## src/rtl/idma_inoc_ibuffer_noc_reader.sv

```systemverilog
// Streams a contiguous ibuffer word range onto the NoC transmit port.
// Ports: start/base_addr/len/busy/done control, mem_* read port, noc_tx_* stream.
`timescale 1ns/1ps
module idma_inoc_ibuffer_noc_reader #(
  parameter int DATA_WIDTH = 128,
  parameter int MEM_AW     = 15,
  parameter int FIFO_DEPTH = 4
) (
  input  logic                  clk,
  input  logic                  rst_n,
  input  logic                  start,
  input  logic [MEM_AW-1:0]     base_addr,
  input  logic [MEM_AW:0]       len,
  output logic                  busy,
  output logic                  done,
  output logic                  mem_cen,
  output logic                  mem_wen,
  input  logic                  mem_ready,
  output logic [MEM_AW-1:0]     mem_addr,
  input  logic [DATA_WIDTH-1:0] mem_rdata,
  input  logic                  mem_rvalid,
  output logic                  mem_rready,
  output logic                  noc_tx_valid,
  input  logic                  noc_tx_ready,
  output logic [DATA_WIDTH-1:0] noc_tx_data,
  output logic                  noc_tx_last
);

  localparam int PW = $clog2(FIFO_DEPTH);
  localparam int CW = PW + 1;

  localparam logic [1:0] IDLE  = 2'd0;
  localparam logic [1:0] ISSUE = 2'd1;
  localparam logic [1:0] DRAIN = 2'd2;

  logic [1:0]            state;
  logic [MEM_AW-1:0]     addr;
  logic [MEM_AW:0]       req_left;
  logic [MEM_AW:0]       flit_left;
  logic [CW-1:0]         outstanding;
  logic [CW-1:0]         fifo_count;
  logic [PW-1:0]         wr_ptr;
  logic [PW-1:0]         rd_ptr;
  logic                  done_q;
  logic [DATA_WIDTH-1:0] fifo_mem [FIFO_DEPTH];

  logic [CW:0] in_use;
  logic        fifo_full;
  logic        req_fire;
  logic        ret_fire;
  logic        tx_fire;

  // Reads in flight plus words held must fit the FIFO, so every
  // returned word always has a slot waiting for it.
  assign in_use    = {1'b0, outstanding} + {1'b0, fifo_count};
  assign fifo_full = fifo_count == CW'(FIFO_DEPTH);

  assign mem_cen = (state == ISSUE)
                 & (req_left != '0)
                 & (in_use < (CW+1)'(FIFO_DEPTH));
  assign mem_wen    = 1'b0;
  assign mem_addr   = addr;
  assign mem_rready = (state != IDLE) & ~fifo_full;

  assign noc_tx_valid = fifo_count != '0;
  assign noc_tx_data  = noc_tx_valid ? fifo_mem[rd_ptr] : '0;
  assign noc_tx_last  = noc_tx_valid
                      & (flit_left == (MEM_AW+1)'(1));

  assign busy = (state != IDLE) | done_q;
  assign done = done_q;

  assign req_fire = mem_cen & mem_ready;
  assign ret_fire = mem_rvalid & mem_rready;
  assign tx_fire  = noc_tx_valid & noc_tx_ready;

  always_ff @(posedge clk or negedge rst_n) begin
    if (!rst_n) begin
      state     <= IDLE;
      addr      <= '0;
      req_left  <= '0;
      flit_left <= '0;
      done_q    <= 1'b0;
    end else begin
      done_q <= 1'b0;
      case (state)
        IDLE: begin
          if (start) begin
            if (len != '0) begin
              addr      <= base_addr;
              req_left  <= len;
              flit_left <= len;
              state     <= ISSUE;
            end else begin
              done_q <= 1'b1;
            end
          end
        end
        ISSUE: begin
          if (req_fire) begin
            addr     <= addr + 1'b1;
            req_left <= req_left - 1'b1;
            if (req_left == (MEM_AW+1)'(1))
              state <= DRAIN;
          end
          if (tx_fire)
            flit_left <= flit_left - 1'b1;
        end
        DRAIN: begin
          if (tx_fire) begin
            flit_left <= flit_left - 1'b1;
            if (flit_left == (MEM_AW+1)'(1)) begin
              state  <= IDLE;
              done_q <= 1'b1;
            end
          end
        end
        default: state <= IDLE;
      endcase
    end
  end

  always_ff @(posedge clk or negedge rst_n) begin
    if (!rst_n) begin
      outstanding <= '0;
    end else begin
      case ({req_fire, ret_fire})
        2'b10:   outstanding <= outstanding + 1'b1;
        2'b01:   outstanding <= outstanding - 1'b1;
        default: outstanding <= outstanding;
      endcase
    end
  end

  always_ff @(posedge clk or negedge rst_n) begin
    if (!rst_n) begin
      wr_ptr     <= '0;
      rd_ptr     <= '0;
      fifo_count <= '0;
    end else begin
      if (ret_fire)
        wr_ptr <= wr_ptr + 1'b1;
      if (tx_fire)
        rd_ptr <= rd_ptr + 1'b1;
      case ({ret_fire, tx_fire})
        2'b10:   fifo_count <= fifo_count + 1'b1;
        2'b01:   fifo_count <= fifo_count - 1'b1;
        default: fifo_count <= fifo_count;
      endcase
    end
  end

  always_ff @(posedge clk) begin
    if (ret_fire)
      fifo_mem[wr_ptr] <= mem_rdata;
  end

endmodule

```

## config.mk

```make
export PLATFORM = sky130hd
export DESIGN_NAME = idma_inoc_ibuffer_noc_reader
export DESIGN_NICKNAME = d
export VERILOG_FILES = /design/src/rtl/idma_inoc_ibuffer_noc_reader.sv
export SDC_FILE = /design/constraint.sdc
export NUM_CORES = 1
export LEC_CHECK = 0
export BUFFER_PORTS_ARGS = -buffer_cell sky130_fd_sc_hd__buf_2
export CORE_AREA = 4 4 206 208
export CTS_BUF_LIST = sky130_fd_sc_hd__clkbuf_16
export DETAILED_ROUTE_END_ITERATION = 16
export DIE_AREA = 0 0 210 212
export GPL_TIMING_DRIVEN = 0
export PLACE_DENSITY = 0.88
export SYNTH_ARGS = -nofsm -noshare
export SYNTH_HDL_FRONTEND = slang
export SYNTH_SLANG_ARGS = --single-unit
```

## constraint.sdc

```tcl
create_clock -name clk -period 5.9 [get_ports clk]
set_clock_uncertainty 0.05 [all_clocks]
set_input_delay 0.59 -clock clk [delete_from_list [all_inputs] [get_ports clk]]
set_output_delay 0.59 -clock clk [all_outputs]
set_load 0.02 [all_outputs]
```

==> flow_metrics.py <==
metrics = {
    "cells_and_area": {
        "layout.nets": 1860,
        "synthToLayoutAreaGrowth_pct": 18.5,
        "final_common_cell": "edfxtp_1",
        "mostFrequentLayoutCells": "512 x edfxtp_1, 330 x buf_2, 131 x and2_1, 128 x mux4_2, 60 x dfrtp_1",
        "seq_area_sq_um": 16900,
        "multi_input_comb_area_sq_um": 6190,
        "drive_gt1_frac": 0.331,
        "final_util": 0.684,
        "fillers": 2507,
        "finalNonFillerCells": 2263,
    },
    "setup_path": {
        "setup.worst_path.start": "rd_ptr[0]",
        "cp_top_family": "buffers and inverters",
        "start_kind": "flip-flop",
        "worstSetupEndpointType": "output port",
        "critPathKind": "reg2out",
        "crit_chain": "clkbuf_1 > clkbuf_1 > buf_2 > mux4_2 > and2_1 > buf_2",
        "cp_max_fo": 10,
        "crit_arrival_ns": 3.21,
        "crit_cells": 6,
        "slowest_delay_ns": 0.61,
        "crit_slowest_cell": "clkbuf_1",
        "reg2reg_depth": 12,
        "r2r_start": "req_left[0]",
        "crit_required_ns": 5.26,
        "crit_buf_inv": 4,
    },
    "routing": {
        "wl_microns": 61000,
        "met1_length_microns": 21900,
        "wl_per_cell_microns": 26.9,
        "via_per_inst": 6.27,
        "drcViolationCount": 0,
        "met2_length_microns": 31000,
        "antenna_left": 0,
        "drt_iter0_drc": 1632,
        "wl_met3_microns": 5870,
        "first_pass_iters": 5,
        "detailroute.via_count": 14200,
        "highest_layer": "met5",
    },
    "clock_tree": {
        "clock_sinks": 572,
        "cts_inserted_buffers": 54,
        "clock_path_buffers": 3,
        "post-cts-setup-buffer-count": 0,
        "cts_hold_buf": 0,
        "cts.repair.resized": 0,
        "clk_pin_slew_ns": 0.06,
        "cts_tree": "built",
        "clockRootBuffer": "clkbuf_16",
        "clkLatencyLatePin_ns": 0.60,
        "h-tree-depth": 2,
    },
    "yosys": {
        "synth_edf_count": 512,
        "yosys.area_share.xor_xnor": 0.00337,
        "synth_area_leaders": "edfxtp_1 66%, mux4_2 12%, dfrtp_1 6.4%, and2_1 3.5%, ha_1 0.96%",
        "synth_area_per_cell_sq_um": 18.0,
        "syn_inst": 1298,
        "synth_compound_area_frac": 0.0413,
        "synth_top_family_by_area": "multiplexers",
        "synth-seq-area-share": 0.721,
        "synth_area_sq_um": 23400,
        "synth_simple_gate_area_share": 0.0796,
        "yosysTopAreaCellShare": 0.656,
        "yosysUniqueCellTypes": 64,
        "ys_warn_count": 0,
        "synthMuxAreaShare": 0.128,
        "syn_nets": 1483,
        "synthAdderAreaFrac": 0.0113,
        "synthFlopType": "edfxtp_1",
        "ys_seq_elements": 572,
        "async_reset_ff_frac": 0.105,
        "synth_top_area_cell": "edfxtp_1",
    },
    "timing": {
        "setup_violations": 0,
        "tightest_slew_ns": 1.08,
        "min_period_ns": 3.85,
        "max-slew-margin-rel": 0.279,
        "timing.final.ws_setup_ns": 2.05,
        "fmax_ghz": 0.259,
        "post-route-period-util": 0.653,
        "rsz0062_at_grt": "false",
        "hold_violations": 0,
        "tns_ns": 0,
        "drv_slew": 0,
    },
    "pwr": {
        "p_leak_nw": 9.78,
        "netSwitchingFraction": 0.377,
        "seq_power_share": 0.364,
        "cell_internal_pwr_mw": 9.74,
        "clkPwrFrac": 0.228,
        "powerDensity_nw_per_um2": 563,
        "power.switching_mw": 5.88,
        "p_comb_frac": 0.409,
        "vdd_drop_max_mv": 0.375,
    },
    "global_route": {
        "grt_max_degree": 61,
        "grt_usage": 0.273,
        "antenna_found_initial": 21,
        "grt_pass1_vias": 14500,
        "gr-total-overflow": 0,
        "grt_pass1_wl_microns": 91300,
    },
    "placed_design": {
        "place_ws_ns": 2.61,
        "gp_congestion": 0.891,
        "dpl.cell_count": 2151,
        "dp_hpwl_microns": 38800,
        "place.port_buffers": 313,
    },
    "min_path": {
        "hold_class": "in2async",
    },
    "floorplanning": {
        "coreArea_sq_um": 40600,
        "die_h_microns": 212,
        "die_area_sq_um": 44500,
        "ios": 315,
        "start_util": 0.578,
        "dieWidth_microns": 210,
        "rows": 74,
    },
    "flow_run": {
        "drv_cap": 0,
    },
    "run_status": {
        "status": "finished, final reports clean",
    },
}
## synthesized netlist by cell type (3+ instances only)
master     instances
a211o_1            4
a211oi_1          13
a21o_1             3
a21oi_1           30
a2bb2oi_1          7
a311oi_1           3
a31oi_1           20
and2_1           131
and3_1            11
and4_1             6
buf_1              8
buf_2             18
clkbuf_1          46
dfrtp_1           60
edfxtp_1         512
ha_1              18
inv_1             18
mux2i_1            5
mux4_2           128
nand2_1           44
nand2b_1          11
nand3_1           20
nand3b_1           3
nand4_1            9
nor2_1            21
nor2b_1            4
nor3_1            27
nor4_1             9
nor4b_1            4
o21ai_0           26
o22ai_1           11
o31ai_1           12
o32ai_1            6
or3_1              7
or4_1              3
xnor2_1            4
xor2_1             5
## routing by layer
layer,up-vias,global-route usage
li1,5981,-
met1,7252,0.350
met2,790,0.456
met3,140,0.0772
met4,22,0.0983
met5,-,0
## worst paths after layout
check                           slack [ns]              end
worst max-delay path                  2.05  noc_tx_data[31]
worst min-delay path                  0.04    flit_left[13]
worst max register to register        2.59   outstanding[2]
worst min register to register        0.43   outstanding[2]
max in group asynchronous             5.15      req_left[4]
min in group clk                      0.14  fifo_mem[2][96]
## registers in the layout (all words and copies together) (netlist names)
register	cells
outstanding	3
state	2
fifo_mem	512
rd_ptr	2
wr_ptr	2
req_left	16
mem_addr	15
fifo_count	3
flit_left	16
done	1
## power groups by stage
stage	Sequential [mW]	Combinational [mW]	Clock [mW]
global placement	5.81	6.08	0
CTS	5.67	6.41	3.59
finish	5.68	6.39	3.55
floorplan	5.74	4.13	0
detailed placement	5.73	6.31	0
global route	5.74	6.81	3.79
## cells by family (layout without fill, tap and decap cells)
group / after synthesis / in the layout
flops: 572 / 572
simple gates: 320 / 320
compound gates: 147 / 147
mux: 137 / 137
buf+inv: 92 / 513
fa+ha+maj: 20 / 20
xor+xnor: 9 / 9
other cells: 1 / 13
## metrics by stage
| step | cell area, sq um | hold WS [ns] | power, mW |
|---|---|---|---|
| 6_report | 27800 | 0.0447 | 15.6 |
| 3_3_place_gp | 25700 | 0.419 | 11.9 |
| 4_1_cts | 27700 | 0.0493 | 15.7 |
| 3_5_place_dp | 25900 | 0.418 | 12.0 |
| 2_1_floorplan | 23400 | 0.244 | 9.87 |
| 5_1_grt | 27700 | 0.0870 | 16.3 |
## worst reg2reg max path, cell delays in order (launching register included)
cell      delay, ns
dfrtp_1        0.43
inv_1          0.10
ha_1           0.14
clkbuf_1       0.37
nor4b_1        0.37
nand4_1        0.21
nand2_1        0.42
ha_1           0.28
inv_1          0.06
fa_1           0.38
xor2_1         0.15
nor2_1         0.11
xor2_1         0.16
## cell type report
class | count | area share
diodes | 12 | 0.00108
plain buffers | 74 | 0.0111
clock buffers | 54 | 0.0487
clock inverters | 46 | 0.0170
inverters | 18 | 0.00243
multi-input cells | 634 | 0.223
flip-flops and latches | 572 | 0.608
well taps | 532 | 0.0240
repair buffers | 321 | 0.0645
Note: power is estimated with default switching activity, not from simulation.
